`config.mk`:
```
export PLATFORM = sky130hd
export DESIGN_NAME = string_op_engine
export DESIGN_NICKNAME = d
export VERILOG_FILES = /design/src/rtl/string_op_engine.sv
export SDC_FILE = /design/constraint.sdc
export NUM_CORES = 1
export LEC_CHECK = 0
export CORE_MARGIN = 2
export CORE_UTILIZATION = 52
export DETAILED_ROUTE_END_ITERATION = 16
export GPL_ROUTABILITY_DRIVEN = 1
export HOLD_SLACK_MARGIN = 0.02
export PLACE_DENSITY = 0.81
export SYNTH_ARGS = -nofsm -noshare
export SYNTH_HDL_FRONTEND = slang
export SYNTH_SLANG_ARGS = --single-unit
```
`constraint.sdc`:
```
create_clock -name clk -period 8.6 [get_ports clk]
set_clock_uncertainty 0.15 [all_clocks]
set_input_delay 1.72 -clock clk [delete_from_list [all_inputs] [get_ports clk]]
set_output_delay 1.72 -clock clk [all_outputs]
set_load 0.005 [all_outputs]
```
`src/rtl/string_op_engine.sv`:
```
// Byte-serial string engine: STRLEN, STRCMP, TOUPPER, TOLOWER and FIND over
// two packed string buffers, one byte per clock, with a held done/Result pair.
module string_op_engine #(
  parameter int MAX_BLOCKS = 2
) (
  input  logic                         clk,
  input  logic                         reset,
  input  logic                         go,
  input  logic [3:0]                   index,
  input  logic [7:0]                   length,
  input  logic [0:MAX_BLOCKS-1][31:0]  A,
  input  logic [0:MAX_BLOCKS-1][31:0]  B,
  output logic                         done,
  output logic [0:MAX_BLOCKS-1][31:0]  Result
);

  localparam int NB = 4 * MAX_BLOCKS;
  localparam int PW = $clog2(NB);
  localparam int LW = PW + 1;

  typedef enum logic [1:0] {IDLE, RUN, FIN} state_t;

  state_t         state;
  logic           go_q;
  logic           armed;
  logic [3:0]     op;
  logic [LW-1:0]  len_n;
  logic [PW-1:0]  ptr;
  logic [7:0]     a_q   [NB];
  logic [7:0]     b_q   [NB];
  logic [7:0]     res_q [NB];
  logic [7:0]     a_in  [NB];
  logic [7:0]     b_in  [NB];

  for (genvar w = 0; w < MAX_BLOCKS; w++) begin : g_word
    for (genvar j = 0; j < 4; j++) begin : g_byte
      assign a_in[4*w+j]         = A[w][8*j +: 8];
      assign b_in[4*w+j]         = B[w][8*j +: 8];
      assign Result[w][8*j +: 8] = res_q[4*w+j];
    end
  end

  function automatic logic [7:0] to_upper(input logic [7:0] c);
    return (c >= 8'h61 && c <= 8'h7A) ? c - 8'h20 : c;
  endfunction

  function automatic logic [7:0] to_lower(input logic [7:0] c);
    return (c >= 8'h41 && c <= 8'h5A) ? c + 8'h20 : c;
  endfunction

  logic [LW-1:0]     eff_len;
  logic              start;
  logic              last;
  logic [7:0]        a_cur;
  logic [7:0]        b_cur;
  logic signed [8:0] diff;
  logic              finish;
  logic              w0_we;
  logic [31:0]       w0_val;
  logic              bw_we;
  logic [7:0]        bw_val;

  always_comb begin
    if (length == 8'd0 || length > 8'(NB)) eff_len = LW'(NB);
    else                                   eff_len = LW'(length);
  end

  // A start needs go seen low since reset, so a level held through reset is ignored.
  assign start = (state != RUN) && armed && go && !go_q;
  assign last  = ({1'b0, ptr} == len_n - LW'(1));
  assign a_cur = a_q[ptr];
  assign b_cur = b_q[ptr];
  assign diff  = $signed({1'b0, a_cur}) - $signed({1'b0, b_cur});

  always_comb begin
    finish = 1'b0;
    w0_we  = 1'b0;
    w0_val = '0;
    bw_we  = 1'b0;
    bw_val = a_cur;
    case (op)
      4'd0: begin
        if (a_cur == 8'h00) begin
          finish = 1'b1;
        end else begin
          w0_we  = 1'b1;
          w0_val = 32'(ptr) + 32'd1;
          finish = last;
        end
      end
      4'd1: begin
        if (a_cur != b_cur || a_cur == 8'h00) begin
          finish = 1'b1;
          w0_we  = 1'b1;
          w0_val = {{23{diff[8]}}, diff};
        end else begin
          finish = last;
        end
      end
      4'd2: begin
        bw_we  = 1'b1;
        bw_val = to_upper(a_cur);
        finish = last;
      end
      4'd3: begin
        bw_we  = 1'b1;
        bw_val = to_lower(a_cur);
        finish = last;
      end
      4'd4: begin
        if (a_cur == b_q[0]) begin
          finish = 1'b1;
          w0_we  = 1'b1;
          w0_val = 32'(ptr);
        end else if (a_cur == 8'h00 || last) begin
          finish = 1'b1;
          w0_we  = 1'b1;
          w0_val = 32'hFFFF_FFFF;
        end
      end
      default: finish = 1'b1;
    endcase
  end

  always_ff @(posedge clk or posedge reset) begin
    if (reset) begin
      state <= IDLE;
      done  <= 1'b0;
      go_q  <= 1'b0;
      armed <= 1'b0;
      op    <= '0;
      len_n <= '0;
      ptr   <= '0;
      a_q   <= '{default: 8'h00};
      b_q   <= '{default: 8'h00};
      res_q <= '{default: 8'h00};
    end else begin
      go_q <= go;
      if (!go) armed <= 1'b1;
      case (state)
        RUN: begin
          if (bw_we) res_q[ptr] <= bw_val;
          if (w0_we) begin
            res_q[0] <= w0_val[7:0];
            res_q[1] <= w0_val[15:8];
            res_q[2] <= w0_val[23:16];
            res_q[3] <= w0_val[31:24];
          end
          if (finish) begin
            state <= FIN;
            done  <= 1'b1;
          end else begin
            ptr <= ptr + PW'(1);
          end
        end
        default: begin
          if (start) begin
            op    <= index;
            len_n <= eff_len;
            a_q   <= a_in;
            b_q   <= b_in;
            res_q <= '{default: 8'h00};
            done  <= 1'b0;
            ptr   <= '0;
            state <= RUN;
          end
        end
      endcase
    end
  end

endmodule

```
# Yosys cells after proc, flatten, opt, wreduce, memory -nomap -nowiden
# Cells that the tools add are included.
# op_classes
n_addsub	6
mul	0
n_div	0
n_lt_le_gt_ge	7
n_eq_ne	13
shift	0
n_mux	40
bitwise_logic	2
n_reduce_logical	20
# ops
operator	n
$mux W64	3
$mux W32	4
$pmux W32 S3	1
$bwmux W64	1
$mux W8	7
$bmux W8 S3	2
$demux W8 S3	1
$ge A8 B7 Y1 const B	2
$le A8 B7 Y1 const B	2
$logic_not A8 Y1	2
$pmux W8 S2	1
$mux W1	10
$reduce_and A2 Y1	5
$mux W3	3
$sub A8 B8 Y9	1
$add A8 B6 Y8 const B	1
$eq A4 B2 Y1 const B	2
$eq A8 B8 Y1	1
$gt A8 B4 Y1 const B	1
$mux W4	2
$ne A8 B8 Y1	1
$sub A8 B6 Y8 const B	1
$logic_and A1 B1 Y1	6
$mux W2	3
21 further kinds	25
# totals
ff_bits	208
latch_bits	0
ramBits	0
mem_bits_ro	0
input_bits	143
out_inout_bits	65
n_memories	0

# Depth between registers and ports, before layout
# depth
ltp_word	12
mapped_depth	22
mapped_depth_nobuf	16

# Worst setup path after synthesis
# OpenSTA, ideal clock, no wires.
# synth_path
kind	flip-flop to flip-flop
start	reg ptr[0]
end	reg res_q (netlist bit Result[63])
setup_ns	0.096
t_arrival_ns	4.126
t_required_ns	8.354
slack_ns	4.228
path_stages_with_launch	22
path_buffers	6
period_less_slack_ns	4.372
path_cell_list	dfrtp_1 -> buf_6 -> buf_6 -> buf_6 -> buf_1 -> inv_1 -> nor3_1 -> clkbuf_1 -> a22oi_1 -> o21ai_0 -> ha_1 -> inv_1 -> fa_1 -> a21o_1 -> a21oi_1 -> o21bai_1 -> a21oi_1 -> o21ai_0 -> a211oi_1 -> o21ai_2 -> buf_2 -> o31ai_1
# synth_via
elab_chain_len	12
word_cells_on_any_way	45
classes_between	add/sub: 3; order compare: 6; eq/ne: 4; mux: 24; bitwise: 1; reduce/logical: 7
# synth_lines
item	line_no	rtl
start, declared	28	logic [PW-1:0] ptr;
start signal, assigned	153	ptr <= ptr + PW'(1);
$not A3 Y4 (not written as such)	71, 72, 142	
$bmux W8 S3	71	assign a_cur = a_q[ptr];
$mux W8 (not written as such) (2 in a row)	71	
$ge A8 B7 Y1, or another cell as far along	48	return (c >= 8'h41 && c <= 8'h5A) ? c + 8'h20 : c;
$logic_and A1 B1 Y1 (on tied branches)	48, 44	
$mux W8 (on tied branches)	48, 44	
$pmux W8 S2	81	case (op)
$bwmux W64	142	if (bw_we) res_q[ptr] <= bw_val;
$mux W64	142	
$mux W32	143	if (w0_we) begin
$mux W64	140	case (state)
end signal, assigned by index	142	
end, declared	31	logic [7:0] res_q [NB];
# Several ways; a longest one is shown, not always the timed one. The select of a mux whose other input is x is not followed.
# A chain may end at the register's enable or synchronous reset.

# Worst setup path after layout
# layout_path
start	reg ptr[0]
end	reg res_q (netlist bit Result[40])
# Same word-level chain as after synthesis.

==> summary by stage <==
Finish
In the final layout, flip-flops and latches occupy 5180 um^2. The fraction of final layout cells sized beyond drive strength 1 is 0.0838. The count of fill cells added during filler insertion is 1489. The final cell area excluding filler cells is 13200 um^2. The multi-input combinational cells in the finished layout cover a total of 4690 um^2. The repair_antennas step left the layout with diodes totalling 0.

The post-synthesis to final-layout area growth is 29.0%. After the last flow step, the layout net total stands at 1455.

Setup path
The endpoint identified for the worst register-to-register timing path is Result[40]. The kind of critical path is reg -> reg. The maximum fanout along the worst path is 39. The path depth of the worst reg2reg path is 16.

The data required time of the worst path is 8890 ps. The worst register-to-register path begins at ptr[0]. The start point of the critical path is ptr[0]. The arrival time of the worst setup path is 5810 ps. STA classifies the critical path endpoint as a flop. The flop-to-flop setup slack is 3080 ps. STA classifies the critical path startpoint as a flop.

The critical path ends at Result[40].

STA
Timing would allow up to 181 MHz. The count of endpoints failing setup in the final report is 0. The total negative slack for setup checks is 0 ps. At the pin with the least slew margin, the transition time is 1180 ps. Setup repair after global routing left no endpoint under its margin. The smallest clock period supported by the final layout is computed as 5520 ps. Of the available clock period, the critical path in the final layout requires 0.642. The tightest hold margin is 321 ps. The final number of hold-violating endpoints is 0. The worst max-slew margin expressed relative to the limit is 0.209. The final count of pins violating max slew is 0.

Placed design
The post-place instance area is 12400 um^2. After legalization and detailed placement, the total HPWL measured 20.1 mm. The global placement routability congestion is 0.877. The count of input and output buffers is 207.

Global route
The via count of the first global-routing pass is 8625. The first-pass GRT wire length is 45.9 mm. Across every metal layer, demand over resource in global routing totals 0.283. The initial antenna violation count is 0. Entering global routing, the biggest net connects 138 pins. The remaining global-route overflow is 0.

Power and ir drop
The highest ir drop seen on vdd is 213 uV. Summed over all cells, the static leakage comes to 6.19 nW. In this run the power density over the cells is 369 nW/um^2. The design draws 4.86 mW.

Route
The post-route DRC violation count is 0. The post-detailed-route via-to-cell ratio is 5.66. The number of DRC markers in iteration 0 is 763.

The total via count after detailed routing is 8930. The first detailed-routing pass took 5 iterations. In this run the remaining antenna-violating nets after routing total 0. The average detailed-routed wire length per instance is 18.3 um. The routed wire length is 28.9 mm.

Logic synthesis
Summed over all instances, the cell type with the most area after synthesis is sky130_fd_sc_hd__dfrtp_1. The number of library cell types mapped by synthesis is 72. The synthesized netlist net count is 1275. The fraction of registers with async set/reset is 1.00. Each instance of the synthesized netlist takes up on average 9.12 um^2. After synthesis the netlist holds a flip-flop and latch count of 207.

The top-area cell type share of the netlist area is 0.508. The number of enable flip-flop cells after synthesis is 0. The share of the yosys chip area belonging to registers is 0.508. Among all flip-flop cells after synthesis, the most frequent one is sky130_fd_sc_hd__dfrtp_1.

The cell count after synthesis is 1118. The cell area that synthesis handed to floorplanning was 10200 um^2. The Yosys step of the flow raised 0 warnings. Yosys attributes the largest share of cell area to sky130_fd_sc_hd__dfrtp_1, sky130_fd_sc_hd__nand2_1, sky130_fd_sc_hd__mux2_2.

Status
The run finished with clean final reports.

Clock tree
The total number of H-tree levels is 1. TritonCTS built the clock tree. At the later pin of the worst-skew pair, clock insertion delay measures 500 ps. The number of clock sinks seen by CTS is 207.

Clock-pin slew was measured on the worst setup and hold paths at 60 ps. The number of buffers inserted for hold repair after clock tree synthesis is 0. The number of gates resized after cts is 0.

The post-CTS setup-driven buffer insertion count is 0. No sink is reached through more buffers than the 3 on the longest clock path. The cell chosen for the clock root is sky130_fd_sc_hd__clkbuf_16. Clock tree synthesis inserted a total of 22 buffers.

Floorplanning
The initialized floorplan defines 51 standard-cell rows. 208 I/O pins were placed. The die covers 20800 um^2. The floorplan step set the die width to 144 um. The floorplan core area is 19300 um^2.

The vertical die dimension is 144 um. The starting utilization of the core area is 0.528.

Worst hold path
The path class of the tightest hold or removal check is reg -> reg.

Run
The max-cap check violation count is 0.
[per-stage QoR]
step                      std cells  utilization  setup slack [ps]
after detailed placement       1539        0.643              3110
after CTS                      1578        0.680              3070
after global routing           1578        0.680              2630
after floorplan                1118            -              1080
final                          1578        0.680              3080
after global placement         1539        0.643              3190
[power by group]
| group | switching (mW) | internal (mW) |
|---|---|---|
| registers | 0.268 | 1.32 |
| clock network | 0.388 | 0.564 |
| logic | 1.36 | 0.958 |
[metal layers]
| metal | global-route usage | routed length (um) | vias up |
|---|---|---|---|
| met5 | 0 | 0 | - |
| met2 | 0.461 | 13800 | 389 |
| met1 | 0.397 | 12300 | 4331 |
| met4 | 0.0851 | 849 | 0 |
| li1 | - | - | 4149 |
| met3 | 0.0407 | 1930 | 61 |
[layout make-up]
| class | instances | area share |
|---|---|---|
| clock buffer | 29 | 0.0470 |
| inverter | 16 | 0.00514 |
| sequential | 207 | 0.394 |
| timing repair buffer | 219 | 0.164 |
| multi-input combinational | 832 | 0.357 |
| clock inverter | 10 | 0.00761 |
| tap | 265 | 0.0252 |
[sequential cells by signal, indices dropped and copies added, names as in the netlist]
signal  cells
Result     64
a_q        64
armed       1
b_q        64
done        1
go_q        1
len_n       4
op          4
ptr         3
state       1
[worst max-delay path, cell delays in order, from the launching register on]
cell and delay (ps):
sky130_fd_sc_hd__dfrtp_2 1030, sky130_fd_sc_hd__inv_1 510, sky130_fd_sc_hd__nor3_2 1010, sky130_fd_sc_hd__a22oi_1 120, sky130_fd_sc_hd__o21ai_0 140, sky130_fd_sc_hd__ha_1 160, sky130_fd_sc_hd__inv_1 60, sky130_fd_sc_hd__fa_1 400
sky130_fd_sc_hd__a21o_1 170, sky130_fd_sc_hd__a21oi_1 230, sky130_fd_sc_hd__o21bai_1 100, sky130_fd_sc_hd__a21oi_1 220, sky130_fd_sc_hd__o21ai_0 120, sky130_fd_sc_hd__a211oi_1 230, sky130_fd_sc_hd__o21ai_2 300, sky130_fd_sc_hd__nor2_1 310
sky130_fd_sc_hd__a22o_1 180
[logic make-up (layout without fill, tap and decap cells)]
| family | Yosys count | in the layout | share of synthesized area |
|---|---|---|---|
| and+or+nand+nor | 546 | 546 | 0.217 |
| DFF | 207 | 207 | 0.508 |
| AOI/OAI and AO/OA | 205 | 205 | 0.142 |
| buffers and inverters | 79 | 274 | 0.0335 |
| muxes | 54 | 54 | 0.0702 |
| adders and majority gates | 14 | 14 | 0.0179 |
| xor gates and xnor gates | 13 | 13 | 0.0119 |
[how the worst min path moves through the flow]
stage | startpoint | end | slack, ps | cells past startpoint
global placement | armed | armed | 300 | 1
CTS | armed | armed | 320 | 1
global route | b_q[9] | b_q[9] | 340 | 2
finish | a_q[14] | a_q[14] | 320 | 2
detailed placement | armed | armed | 300 | 1
floorplan | armed | armed | 280 | 1
[Yosys cell counts (3+ instances only)]
| master | count |
|---|---|
| sky130_fd_sc_hd__buf_2 | 6 |
| sky130_fd_sc_hd__a31oi_1 | 7 |
| sky130_fd_sc_hd__nand2b_1 | 6 |
| sky130_fd_sc_hd__nor2b_1 | 5 |
| sky130_fd_sc_hd__or3_1 | 5 |
| sky130_fd_sc_hd__mux4_2 | 11 |
| sky130_fd_sc_hd__a22o_1 | 28 |
| sky130_fd_sc_hd__a22oi_1 | 14 |
| sky130_fd_sc_hd__dfrtp_1 | 207 |
| sky130_fd_sc_hd__a221oi_1 | 9 |
| sky130_fd_sc_hd__a21o_1 | 13 |
| sky130_fd_sc_hd__xnor2_1 | 7 |
| sky130_fd_sc_hd__buf_6 | 3 |
| sky130_fd_sc_hd__o211ai_1 | 4 |
| sky130_fd_sc_hd__o21ai_0 | 46 |
| sky130_fd_sc_hd__o2bb2ai_1 | 5 |
| sky130_fd_sc_hd__o21ai_1 | 4 |
| sky130_fd_sc_hd__buf_4 | 4 |
| sky130_fd_sc_hd__a32o_1 | 6 |
| sky130_fd_sc_hd__buf_1 | 5 |
| sky130_fd_sc_hd__ha_1 | 13 |
| sky130_fd_sc_hd__nor3_1 | 18 |
| sky130_fd_sc_hd__mux2_2 | 24 |
| sky130_fd_sc_hd__nand2_1 | 459 |
| sky130_fd_sc_hd__o31ai_1 | 6 |
| sky130_fd_sc_hd__clkbuf_1 | 45 |
| sky130_fd_sc_hd__nand3_1 | 5 |
| sky130_fd_sc_hd__inv_1 | 14 |
| sky130_fd_sc_hd__nor2_1 | 28 |
| sky130_fd_sc_hd__o22ai_1 | 4 |
| sky130_fd_sc_hd__mux2i_1 | 17 |
| sky130_fd_sc_hd__a21oi_1 | 35 |
| sky130_fd_sc_hd__xor2_1 | 5 |
| sky130_fd_sc_hd__o21ai_2 | 3 |
[cells in the final DEF, fill, tap and decap left out, types with 12 or more instances in the layout]
cell type                         synthesis  layout
sky130_fd_sc_hd__mux2i_1                 17      17
sky130_fd_sc_hd__a22o_1                  28      28
sky130_fd_sc_hd__clkbuf_16                0      23
sky130_fd_sc_hd__a21o_1                  13      13
sky130_fd_sc_hd__ha_1                    13      13
sky130_fd_sc_hd__clkdlybuf4s50_1          0     207
sky130_fd_sc_hd__nand2_1                459     459
sky130_fd_sc_hd__o21ai_0                 46      46
sky130_fd_sc_hd__nor3_1                  18      16
sky130_fd_sc_hd__buf_4                    4      12
sky130_fd_sc_hd__mux2_2                  24      24
sky130_fd_sc_hd__inv_1                   14      13
sky130_fd_sc_hd__a22oi_1                 14      14
sky130_fd_sc_hd__nor2_1                  28      28
sky130_fd_sc_hd__a21oi_1                 35      35
sky130_fd_sc_hd__dfrtp_1                207     205
(Power assumes the default switching activity.)
